**config.mk**
```make
export PLATFORM = sky130hd
export DESIGN_NAME = par_to_ser
export DESIGN_NICKNAME = d
export VERILOG_FILES = /design/src/rtl/p2s_pkg.sv /design/src/rtl/p2s_hold_reg.sv /design/src/rtl/par_to_ser.sv
export SDC_FILE = /design/constraint.sdc
export NUM_CORES = 1
export LEC_CHECK = 0
export BUFFER_PORTS_ARGS = -buffer_cell sky130_fd_sc_hd__buf_2
export CAP_MARGIN = 5
export CORE_MARGIN = 1.5
export CORE_UTILIZATION = 59
export DETAILED_ROUTE_END_ITERATION = 8
export GPL_TIMING_DRIVEN = 0
export PLACE_DENSITY = 0.82
export SLEW_MARGIN = 10
export SYNTH_ARGS = -nofsm -noshare
export SYNTH_HDL_FRONTEND = slang
export SYNTH_SLANG_ARGS = --single-unit
```
**constraint.sdc**
```tcl
create_clock -name clk -period 4.2 [get_ports clk]
set_input_delay 0.21 -clock clk [delete_from_list [all_inputs] [get_ports clk]]
set_output_delay 0.21 -clock clk [all_outputs]
set_load 0.05 [all_outputs]
```
**src/rtl/p2s_pkg.sv**
```systemverilog
// Shared types and constants for the parallel-to-serial converter.
// Holds the FSM state enum, default width and detector pattern.
package p2s_pkg;

    typedef enum logic [1:0] {
        IDLE,
        SHIFT,
        PARITY
    } p2s_state_t;

    localparam int          DEF_WIDTH = 12;
    localparam logic [11:0] DET_SEQ   = 12'hEDB;

endpackage

```
**src/rtl/p2s_hold_reg.sv**
```systemverilog
// One-word holding buffer in front of the shifter.
// Ports: clk, reset, data_i/valid_i (producer), ready_o,
//        drain (shifter takes the word), buf_vld, buf_data.
module p2s_hold_reg
    import p2s_pkg::*;
#(
    parameter int WIDTH = DEF_WIDTH
) (
    input  logic             clk,
    input  logic             reset,
    input  logic [WIDTH-1:0] data_i,
    input  logic             valid_i,
    input  logic             drain,
    output logic             ready_o,
    output logic             buf_vld,
    output logic [WIDTH-1:0] buf_data
);

    logic take;

    // Gating with reset keeps a word from being taken
    // on the same edge that reset is released.
    assign ready_o = !buf_vld && !reset;
    assign take    = valid_i && ready_o;

    // take needs buf_vld=0 and drain needs buf_vld=1,
    // so the two never coincide.
    always_ff @(posedge clk or posedge reset) begin
        if (reset) begin
            buf_vld  <= 1'b0;
            buf_data <= '0;
        end else if (take) begin
            buf_vld  <= 1'b1;
            buf_data <= data_i;
        end else if (drain) begin
            buf_vld  <= 1'b0;
        end
    end

endmodule

```
**src/rtl/par_to_ser.sv**
```systemverilog
// Parallel-to-serial converter, LSB first, gapless streaming.
// Ports: clk, reset, data_i/valid_i/ready_o (word in),
//        serial_o/serial_vld_o/sof_o/par_o (bit out).
// Macro P2S_PARITY_EN adds an even-parity bit per word.
module par_to_ser
    import p2s_pkg::*;
#(
    parameter int   WIDTH    = DEF_WIDTH,
    parameter logic IDLE_BIT = 1'b0
) (
    input  logic             clk,
    input  logic             reset,
    input  logic [WIDTH-1:0] data_i,
    input  logic             valid_i,
    output logic             ready_o,
    output logic             serial_o,
    output logic             serial_vld_o,
    output logic             sof_o,
    output logic             par_o
);

    localparam int CW = $clog2(WIDTH);
    localparam logic [CW-1:0] LAST = CW'(WIDTH - 1);

    p2s_state_t       state, state_nx;
    logic [WIDTH-1:0] sr;
    logic [WIDTH-1:0] buf_data;
    logic [CW-1:0]    cnt;
    logic             buf_vld;
    logic             last;
    logic             free;
    logic             load;
`ifdef P2S_PARITY_EN
    logic             par_q;
`endif

    p2s_hold_reg #(
        .WIDTH (WIDTH)
    ) u_hold (
        .clk      (clk),
        .reset    (reset),
        .data_i   (data_i),
        .valid_i  (valid_i),
        .drain    (load),
        .ready_o  (ready_o),
        .buf_vld  (buf_vld),
        .buf_data (buf_data)
    );

    assign last = (state == SHIFT) && (cnt == LAST);

    // Free = this edge ends the current word.
`ifdef P2S_PARITY_EN
    assign free = (state == IDLE) || (state == PARITY);
`else
    assign free = (state == IDLE) || last;
`endif
    assign load = free && buf_vld;

    always_comb begin
        state_nx = state;
        unique case (state)
            IDLE: begin
                if (buf_vld) state_nx = SHIFT;
            end
            SHIFT: begin
                if (last) begin
`ifdef P2S_PARITY_EN
                    state_nx = PARITY;
`else
                    state_nx = buf_vld ? SHIFT : IDLE;
`endif
                end
            end
            PARITY: begin
                state_nx = buf_vld ? SHIFT : IDLE;
            end
            default: state_nx = IDLE;
        endcase
    end

    always_comb begin
        serial_o     = IDLE_BIT;
        serial_vld_o = 1'b0;
        sof_o        = 1'b0;
        par_o        = 1'b0;
        unique case (state)
            SHIFT: begin
                serial_o     = sr[0];
                serial_vld_o = 1'b1;
                sof_o        = (cnt == '0);
            end
            PARITY: begin
`ifdef P2S_PARITY_EN
                serial_o     = par_q;
                serial_vld_o = 1'b1;
                par_o        = 1'b1;
`endif
            end
            default: ;
        endcase
    end

    always_ff @(posedge clk or posedge reset) begin
        if (reset) begin
            state <= IDLE;
            sr    <= '0;
            cnt   <= '0;
        end else begin
            state <= state_nx;
            if (load) begin
                sr  <= buf_data;
                cnt <= '0;
            end else if (state == SHIFT) begin
                sr <= sr >> 1;
                // Hold at the last index so cnt never reaches WIDTH.
                if (!last) cnt <= cnt + CW'(1);
            end
        end
    end

`ifdef P2S_PARITY_EN
    always_ff @(posedge clk or posedge reset) begin
        if (reset) begin
            par_q <= 1'b0;
        end else if (load) begin
            par_q <= ^buf_data;
        end
    end
`endif

endmodule
```
==> results.md, run 1 <==
- Status: completed
- Hold crit path type: primary input to asynchronous set/reset pin
- Worst-Skew Late Latency: roughly 0.33 ns
- Initial antenna violation count: 0
- Clk buf depth: 2
- Grt ovf: 0
- Die area: ~2600 um^2
- CP Launch Point: state[0]
- Area delta synth->final: 12.44%
- Count of final hold-check violations: 0
- IO Pins: 20
- Worst Setup End Kind: output port
- RSZ-0062 raised after global routing: false
- Top_reg_cell synth: dfrtp_1
- Final Non-Filler Cells: roughly 150
- Mapped Nets: roughly 120
- Setup TNS: 0 ns
- Worst vdd rail ir drop: between 0.3 and 0.4 mV
- Leakage: slightly below 0.8 nW
- CTS clk-pin slew, worst paths: roughly 0.09 ns
- Gr usage total: 23.78%
- Final setup violation count: 0
- Async SR Flop Fraction: 100.0%
- Crit path DAT: 1.74 ns
- Root Driver: clkbuf_4
- Final worst-path cycle share: roughly 46%
- # hold bufs at CTS: 0
- DRT iter0 DRCs: 23
- CP Class: flip-flop to output port
- Post-cts sizing count: 0
- Clk sinks: 30
- Max incr delay on CP: 0.50 ns
- Worst-Margin Slew: between 1 and 1.5 ns
- Fin Hold WS: between 0.007 and 0.008 ns
- Setup Fix Bufs, Post-CTS: 0
- Std-Cell Core Area: roughly 2200 um^2
- Inst Count DP: 147
- First-pass GRT wire length: between 4000 and 5000 um
- CTS Buf Count: 5
- Worst Clk Skew: approximately 0.0076 ns
- Required time of the critical path: between 3 and 4 ns
- Syn Inst Count: about 100
- Antenna Nets Post-Route: 0
- Final WL: 2472 um
- Minimum clock period: about 2 ns
- GPL Wtd Cong: roughly 0.79
- Vias per cell: 5.773
- Cell area after synthesis: approximately 1400 um^2
- Startpoint Class: flip-flop
- DR DRC count: 0
- Die outline width: approximately 51 um
- Max Fclk: 0.5139 GHz
- Avg WL per Cell: roughly 16 um
- Synth cell types: 29
- Synth area leaders: dfrtp_1 (55%), mux2_4 (9.9%), a221o_1 (8.1%), and3_1 (4.6%), mux2_2 (3.3%)
- Post-synthesis sequential area ratio: 54.89%
- Slew Viols, Final: 0
- Critical-path top delay cell: dfrtp_1
- MaxCap Viol Count: 0
- CTS tree: yes
- Leading area contributor after synthesis: dfrtp_1
- CP delay by family, top: buffers and inverters
- Worst reg2reg setup slack: roughly 2.6 ns
- Die H: around 50 um
- Worst reg2reg path startpoint: cnt[0]
- Top-area cell type share of the netlist area: between 50% and 60%
- Fraction of layout cells with a size suffix above 1: 36.51%
- Number of enable flip-flop cells after synthesis: 0
- Worst R2R End: sr[6]
- N_diodes: 0
- Rel. slew slack: between 20 and 30%
- Final nets: approximately 140
- R2R depth: 5
- Power per cell area: 697.1 nW/um^2
- CP max FO: 10
- Initial core utilization: a little over three fifths
- Largest net degree at the start of global routing: 31
- Vias: around 900
- IO Port Bufs: 18
- Syn Area/Cell: 13.54 um^2
- TritonRoute pass-1 iters: 4
- Worst-path cell chain: clkbuf_1 > and4bb_2 > buf_2
- FF+latch count, synth: 30
- YS warnings: 0
- Worst path bufs/invs: 2
- DPL Wire Length: between 1500 and 2000 um
- Fill count: between 150 and 200
- H-tree depth: 2
- FP Rows: 17
- Number of global-route vias before repair: just over 900
per-stage QoR:
step	total power, W	area [um^2]	utilization, %	worst slack (ns)
global placement	0.0008997	1493	68.13	2.661
global route	0.001148	1538	70.19	2.154
floorplan	0.0008288	1368	-	2.454
detailed placement	0.0009205	1493	68.13	2.625
CTS	0.001081	1538	70.19	2.250
finish	0.001072	1538	70.19	2.254
cell usage after synthesis, types with 2 or more instances:
master	n
a221o_1	11
inv_1	4
nor2_1	3
buf_6	3
clkbuf_1	2
mux2_4	9
nand2_1	5
dfrtp_1	30
mux2_2	4
ha_1	2
and3_1	10
cell type report:
class | instances | area, um^2 | area share, %
timing repair buffer | 18 | 90.09 | 5.858
tap | 28 | 35.03 | 2.278
buffer | 6 | 48.80 | 3.173
inverter | 4 | 15.01 | 0.9764
multi-input combinational | 61 | 553.0 | 35.96
clock buffer | 7 | 45.04 | 2.929
sequential | 30 | 750.7 | 48.82
power breakdown:
part	leakage (nW)	internal (W)	switching, W
clock	0.0254	0.0000629	0.0000926
combinational	0.386	0.000218	0.000184
sequential	0.371	0.000416	0.0000988
total	0.783	0.000697	0.000375
logic make-up after synthesis:
group           share of synthesized area, %
simple gates                           13.54
fa+ha+maj                              1.830
buf+inv                                4.666
other cells                           0.2742
xor+xnor                              0.6406
compound gates                         10.25
flops                                  54.89
mux                                    13.91
registers in the layout, summed over array words and instances, names as in the netlist:
register / cells
sr: 12
cnt: 4
u_hold.buf_data: 12
state: 1
u_hold.buf_vld: 1
routing by layer:
metal  wire length, um  GRT usage (%)
met1              1118          30.26
met2              1153          35.06
met3               156          9.942
met4                43          11.26
met5                 0              0
worst max-delay path by stage:
| stage | end | slack [ns] | depth (start not counted) |
|---|---|---|---|
| 6_report | sof_o | 2.25 | 3 |
| 5_1_grt | sof_o | 2.15 | 3 |
| 4_1_cts | sof_o | 2.25 | 3 |
| 3_5_place_dp | sof_o | 2.63 | 3 |
| 3_3_place_gp | sof_o | 2.66 | 3 |
| 2_1_floorplan | u_hold.buf_data[0] | 2.45 | 4 |
cell usage in the layout, fill, tap and decap left out, types with 2 or more instances in the layout:
| cell type | count |
|---|---|
| dfrtp_1 | 30 |
| buf_2 | 18 |
| a221o_1 | 11 |
| and3_1 | 10 |
| mux2_4 | 9 |
| nand2_1 | 5 |
| clkbuf_4 | 5 |
| clkbuf_1 | 4 |
| mux2_2 | 4 |
| inv_1 | 3 |
| buf_6 | 3 |
| nor2_1 | 3 |
| ha_1 | 2 |
Note: power is estimated with default switching activity, not from simulation.
==> run 2: changes to the inputs <==
CORE_UTILIZATION = 55   (was 59)
PLACE_DENSITY = 0.77   (was 0.82)
clock period = 1.8 ns   (was 4.2 ns; I/O delays follow)
==> results.md, run 2 (synthesis results as in run 1) <==
- Status: completed
- Max incr delay on CP: 0.51 ns
- Power per cell area: around 1500 nW/um^2
- Met3 global-route usage: 5.932%
- Vias: about 950
- Slew Viols, Final: 0
- TritonRoute pass-1 iters: 4
- Worst-Margin Slew: roughly 1.0 ns
- Final WL: ~2500 um
- Root Driver: clkbuf_4
- Met1 usage: 28.41%
- Seq pwr share: 47.8%
- Startpoint Class: flip-flop
- Worst Setup End Kind: output port
- Clk sinks: 30
- DR DRC count: 0
- Worst vdd rail ir drop: 0.9531 mV
- FP Rows: 17
- Number of global-route vias before repair: 890
- Minimum clock period: approximately 1.7 ns
- Initial antenna violation count: 0
- P_sw: 0.0008804 W
- Setup TNS: 0 ns
- Avg WL per Cell: about 15 um
- Die H: 52.87 um
- Final worst-path cycle share: between 90% and 100%
- First-pass GRT wire length: just over 4000 um
- CP Class: flip-flop to output port
- Post-route cell area: ~1700 um^2
- MaxCap Viol Count: 0
- Largest regs: sr (12), u_hold.buf_data (12), cnt (4)
- CTS tree: yes
- Final setup violation count: 0
- DPL Wire Length: about 1700 um
- Std-Cell Core Area: approximately 2300 um^2
- CTS Buf Count: 5
- Comb power frac: a little under two fifths
- Antenna Nets Post-Route: 0
- Die area: 2795 um^2
- Vias per cell: about 5.7
- Crit path DAT: roughly 1.6 ns
- Worst Clk Skew: 0.009494 ns
- Required time of the critical path: ~1.7 ns
- Die outline width: approximately 53 um
- Leakage: 0.8448 nW
- Commonest non-fill, non-tap cell in the layout: dfrtp_1
- Fraction of layout cells with a size suffix above 1: 35.25%
- Most frequent cells in the layout: dfrtp_1 (30), buf_2 (18), dlygate4sd3_1 (13)
- Clk buf depth: 2
- Max Fclk: 0.5995 GHz
- IO Port Bufs: 18
- Pint: approximately 0.0016 W
- Setup Fix Bufs, Post-CTS: 0
- DRT iter0 DRCs: 19
- Count of final hold-check violations: 0
- CP max FO: 10
- Clk pwr share: between 10% and 20%
- IO Pins: 20
- Critical-path top delay cell: dfrtp_1
- Gr usage total: between 20% and 30%
- Initial core utilization: between 60% and 70%
- Sw Ratio: about a third
- Grt ovf: 0
- Area delta synth->final: 22.23%
- Hold crit path type: primary input to flip-flop
- Met2 Use GR: 31.67%
- Rel. slew slack: between 30% and 40%
- Cell Area, Placed: 1493 um^2
- N_diodes: 0
- H-tree depth: 2
- Worst-path cell chain: clkbuf_2 > and4bb_2 > buf_2
- GPL Wtd Cong: slightly below 0.8
- RSZ-0062 raised after global routing: false
- Gr busiest metal: met2
- CTS clk-pin slew, worst paths: 0.09 ns
- Final nets: around 160
- Largest net degree at the start of global routing: 31
- Worst-Skew Late Latency: about 0.32 ns
==> run 2: worst paths after layout <==
kind,start,endpoint,slack (ns),depth (start not counted)
setup / recovery,state[0],sof_o,0.13,3
hold / removal,valid_i,u_hold.buf_data[6],0.17,3
setup reg to reg,cnt[0],sr[6],0.26,5
hold reg to reg,sr[5],sr[5],0.51,1
max in group asynchronous,reset,u_hold.buf_vld,0.89,3
min in group asynchronous,reset,u_hold.buf_data[10],0.44,3
==> run 2: what timing repair did <==
action                                  CTS  global route
hold buffers                             10             3
endpoints found under the hold margin    10            32
gates resized for setup                   0             2
endpoints found under the setup margin    0             2
==> run 2: power by group through the flow <==
| stage | Sequential [W] | Clock (W) | Combinational, W |
|---|---|---|---|
| after floorplan | 0.00116 | 0 | 0.000778 |
| after global placement | 0.00120 | 0 | 0.000903 |
| after detailed placement | 0.00120 | 0 | 0.000943 |
| after CTS | 0.00120 | 0.000372 | 0.000958 |
| after global routing | 0.00124 | 0.000417 | 0.00104 |
| final | 0.00120 | 0.000360 | 0.000955 |
==> run 2: layer usage <==
layer | vias up | wire length (um)
met5 | - | 0
met4 | 0 | 38
met3 | 5 | 163
met2 | 38 | 1144
met1 | 463 | 1113
li1 | 440 | -
==> run 2: cell type report <==
cell class / instances / area [um^2]
Multi-Input combinational cell: 61 / 553.0
Tap cell: 28 / 35.03
Fill cell: 163 / 604.3
Inverter: 4 / 15.01
Timing Repair Buffer: 31 / 220.2
Clock buffer: 5 / 37.54
Buffer: 6 / 50.05
Sequential cell: 30 / 750.7
Clock inverter: 2 / 10.01
==> run 2: worst max-delay path, delay by kind of cell, from the launching register on <==
| family | cells | cell delay (ns) |
|---|---|---|
| simple gates | 1 | 0.24 |
| buf+inv | 2 | 0.52 |
| flops | 1 | 0.51 |
==> run 2: stage by stage <==
| stage | power, W | util, % | instances | setup WS, ns | hold WS [ns] |
|---|---|---|---|---|---|
| after global placement | 0.002100 | 65.59 | 147 | 0.2813 | 0.3210 |
| after floorplan | 0.001934 | - | 101 | 0.05388 | 0.1808 |
| after detailed placement | 0.002145 | 65.59 | 147 | 0.2717 | 0.3268 |
| after global routing | 0.002701 | 73.45 | 167 | 0.02748 | 0.1542 |
| final | 0.002520 | 73.45 | 167 | 0.1320 | 0.1655 |
| after CTS | 0.002531 | 72.07 | 164 | 0.02497 | 0.00006886 |
==> run 3: changes to the inputs <==
BUFFER_PORTS_ARGS = unset   (was -buffer_cell sky130_fd_sc_hd__buf_2)
CORE_UTILIZATION = 61   (was 55)
DONT_BUFFER_PORTS = 1   (was unset)
==> results.md, run 3 (synthesis results as in run 1) <==
- Final Util: 78.68%
- Clk sinks: 30
- Die H: 50.35 um
- H-tree depth: 2
- CTS Buf Count: 5
- Status: completed
- Max Fclk: about 0.58 GHz
- P_sw: around 0.0009 W
- Clk pwr share: 16.5%
- Final WL: between 2000 and 3000 um
- Initial core utilization: between 60% and 70%
- Power per cell area: ~1600 nW/um^2
- Worst Setup End Kind: flip-flop
- Worst-Margin Slew: approximately 1.1 ns
- CP Class: flip-flop to flip-flop
- GPL Wtd Cong: just under 0.8
- Std-Cell Core Area: ~2000 um^2
- Comb power frac: a little over a third
- First-pass GRT wire length: roughly 4300 um
- Count of final hold-check violations: 0
- Largest net degree at the start of global routing: 31
- Setup Fix Bufs, Post-CTS: 0
- Root Driver: clkbuf_4
- Largest regs: sr (12), u_hold.buf_data (12), cnt (4)
- N_diodes: 0
- Hold crit path type: primary input to flip-flop
- DPL Wire Length: between 1500 and 2000 um
- CTS tree: yes
- Vias: between 800 and 900
- CP max FO: 10
- Crit path DAT: roughly 1.9 ns
- Worst vdd rail ir drop: around 1.1 mV
- Clk buf depth: 2
- Final nets: roughly 140
- Sw Ratio: between 30% and 40%
- Leakage: ~0.8 nW
- DR DRC count: 0
- MaxCap Viol Count: 0
- RSZ-0062 raised after global routing: false
- Fin Hold WS: between 0.08 and 0.09 ns
- Initial antenna violation count: 0
- Final setup violation count: 0
- Grt ovf: 0
- Startpoint Class: flip-flop
- Rel. slew slack: around a quarter
- Gr usage total: about a quarter
- Slew Viols, Final: 0
- IO Port Bufs: 0
- Required time of the critical path: just over 2 ns
- Final worst-path cycle share: 95.92%
- Antenna Nets Post-Route: 0
- Seq pwr share: 47.9%
- IO Pins: 20
- Worst-Skew Late Latency: between 0.3 and 0.4 ns
- CTS clk-pin slew, worst paths: about 0.10 ns
- Pint: between 0.0015 and 0.002 W
- Avg WL per Cell: 16.89 um
- Fill count: 150
- FP Rows: 16
- Commonest non-fill, non-tap cell in the layout: dfrtp_1
- Die outline width: between 50 and 60 um
- Vias per cell: a little under 6
- Number of global-route vias before repair: 940
- Minimum clock period: roughly 1.7 ns
- Area delta synth->final: 17.47%
- Die area: about 2500 um^2
- Most frequent cells in the layout: dfrtp_1 (29), dlygate4sd3_1 (13), a221o_1 (11)
- Worst Clk Skew: 0.01098 ns
- Fraction of layout cells with a size suffix above 1: a little over a quarter
- TritonRoute pass-1 iters: 4
- DRT iter0 DRCs: 14
==> run 3: cell count changes in the layout (fill, tap and decap cells not counted), sizes merged <==
| cell | before | now |
|---|---|---|
| buf | 22 | 4 |
| clkinv | 3 | 1 |
| clkbuf | 7 | 9 |
| inv | 3 | 4 |
==> run 3: area by class of cell <==
class,count,area (um^2),area share [%]
sequential,30,754.5,46.96
multi-input combinational,61,563.0,35.05
timing repair buffer,13,130.1,8.100
clock buffer,7,55.05,3.427
buffer,6,50.05,3.115
tap,27,33.78,2.103
inverter,4,15.01,0.9346
clock inverter,1,5.005,0.3115
==> run 3: final timing paths <==
path / startpoint / endpoint / slack (ns) / depth (start not counted)
max: u_hold.buf_vld / u_hold.buf_data[1] / 0.07 / 4
min: valid_i / u_hold.buf_data[6] / 0.08 / 2
max reg2reg: u_hold.buf_vld / u_hold.buf_data[1] / 0.07 / 4
min reg2reg: sr[11] / sr[11] / 0.51 / 1
max in group asynchronous: reset / state[0] / 0.54 / 2
min in group asynchronous: reset / cnt[2] / 0.48 / 2
==> run 3: metal layers <==
metal	wire, um	track usage (%)	vias to the layer above
met5	0	0	-
met4	46	13.51	0
met3	121	6.845	5
met2	1185	36.18	21
met1	1163	31.30	433
li1	-	-	411
==> run 3: timing repair <==
action / CTS / global route
endpoints found under the hold margin: 42 / 0
gates resized for setup: 5 / 2
cloned: 0 / 0
hold buffers: 13 / 0
setup endpoints to repair: 11 / 2
==> run 3: power groups by stage <==
stage	Clock (W)	Sequential [W]	Combinational [W]
global route	0.000455	0.00127	0.00101
detailed placement	0	0.00122	0.000878
global placement	0	0.00122	0.000848
floorplan	0	0.00116	0.000778
finish	0.000423	0.00123	0.000916
CTS	0.000430	0.00122	0.000921
==> run 3: worst max-delay path: stages, from the launching register on <==
cell     delay [ns]
dfrtp_1        0.50
nor2_4         0.36
and2_4         0.25
buf_6          0.18
mux2_4         0.31
==> run 3: metrics by stage <==
stage               instances  power (W)  TNS [ns]  setup slack, ns  cell area, um^2
floorplan                 101   0.001934         0          0.05388             1368
global placement          128   0.002066   -0.5534         -0.06392             1401
detailed placement        128   0.002101   -0.5485         -0.06749             1401
CTS                       149   0.002576         0          0.02277             1605
global route              149   0.002737         0          0.01769             1607
finish                    149   0.002567         0          0.07348             1607
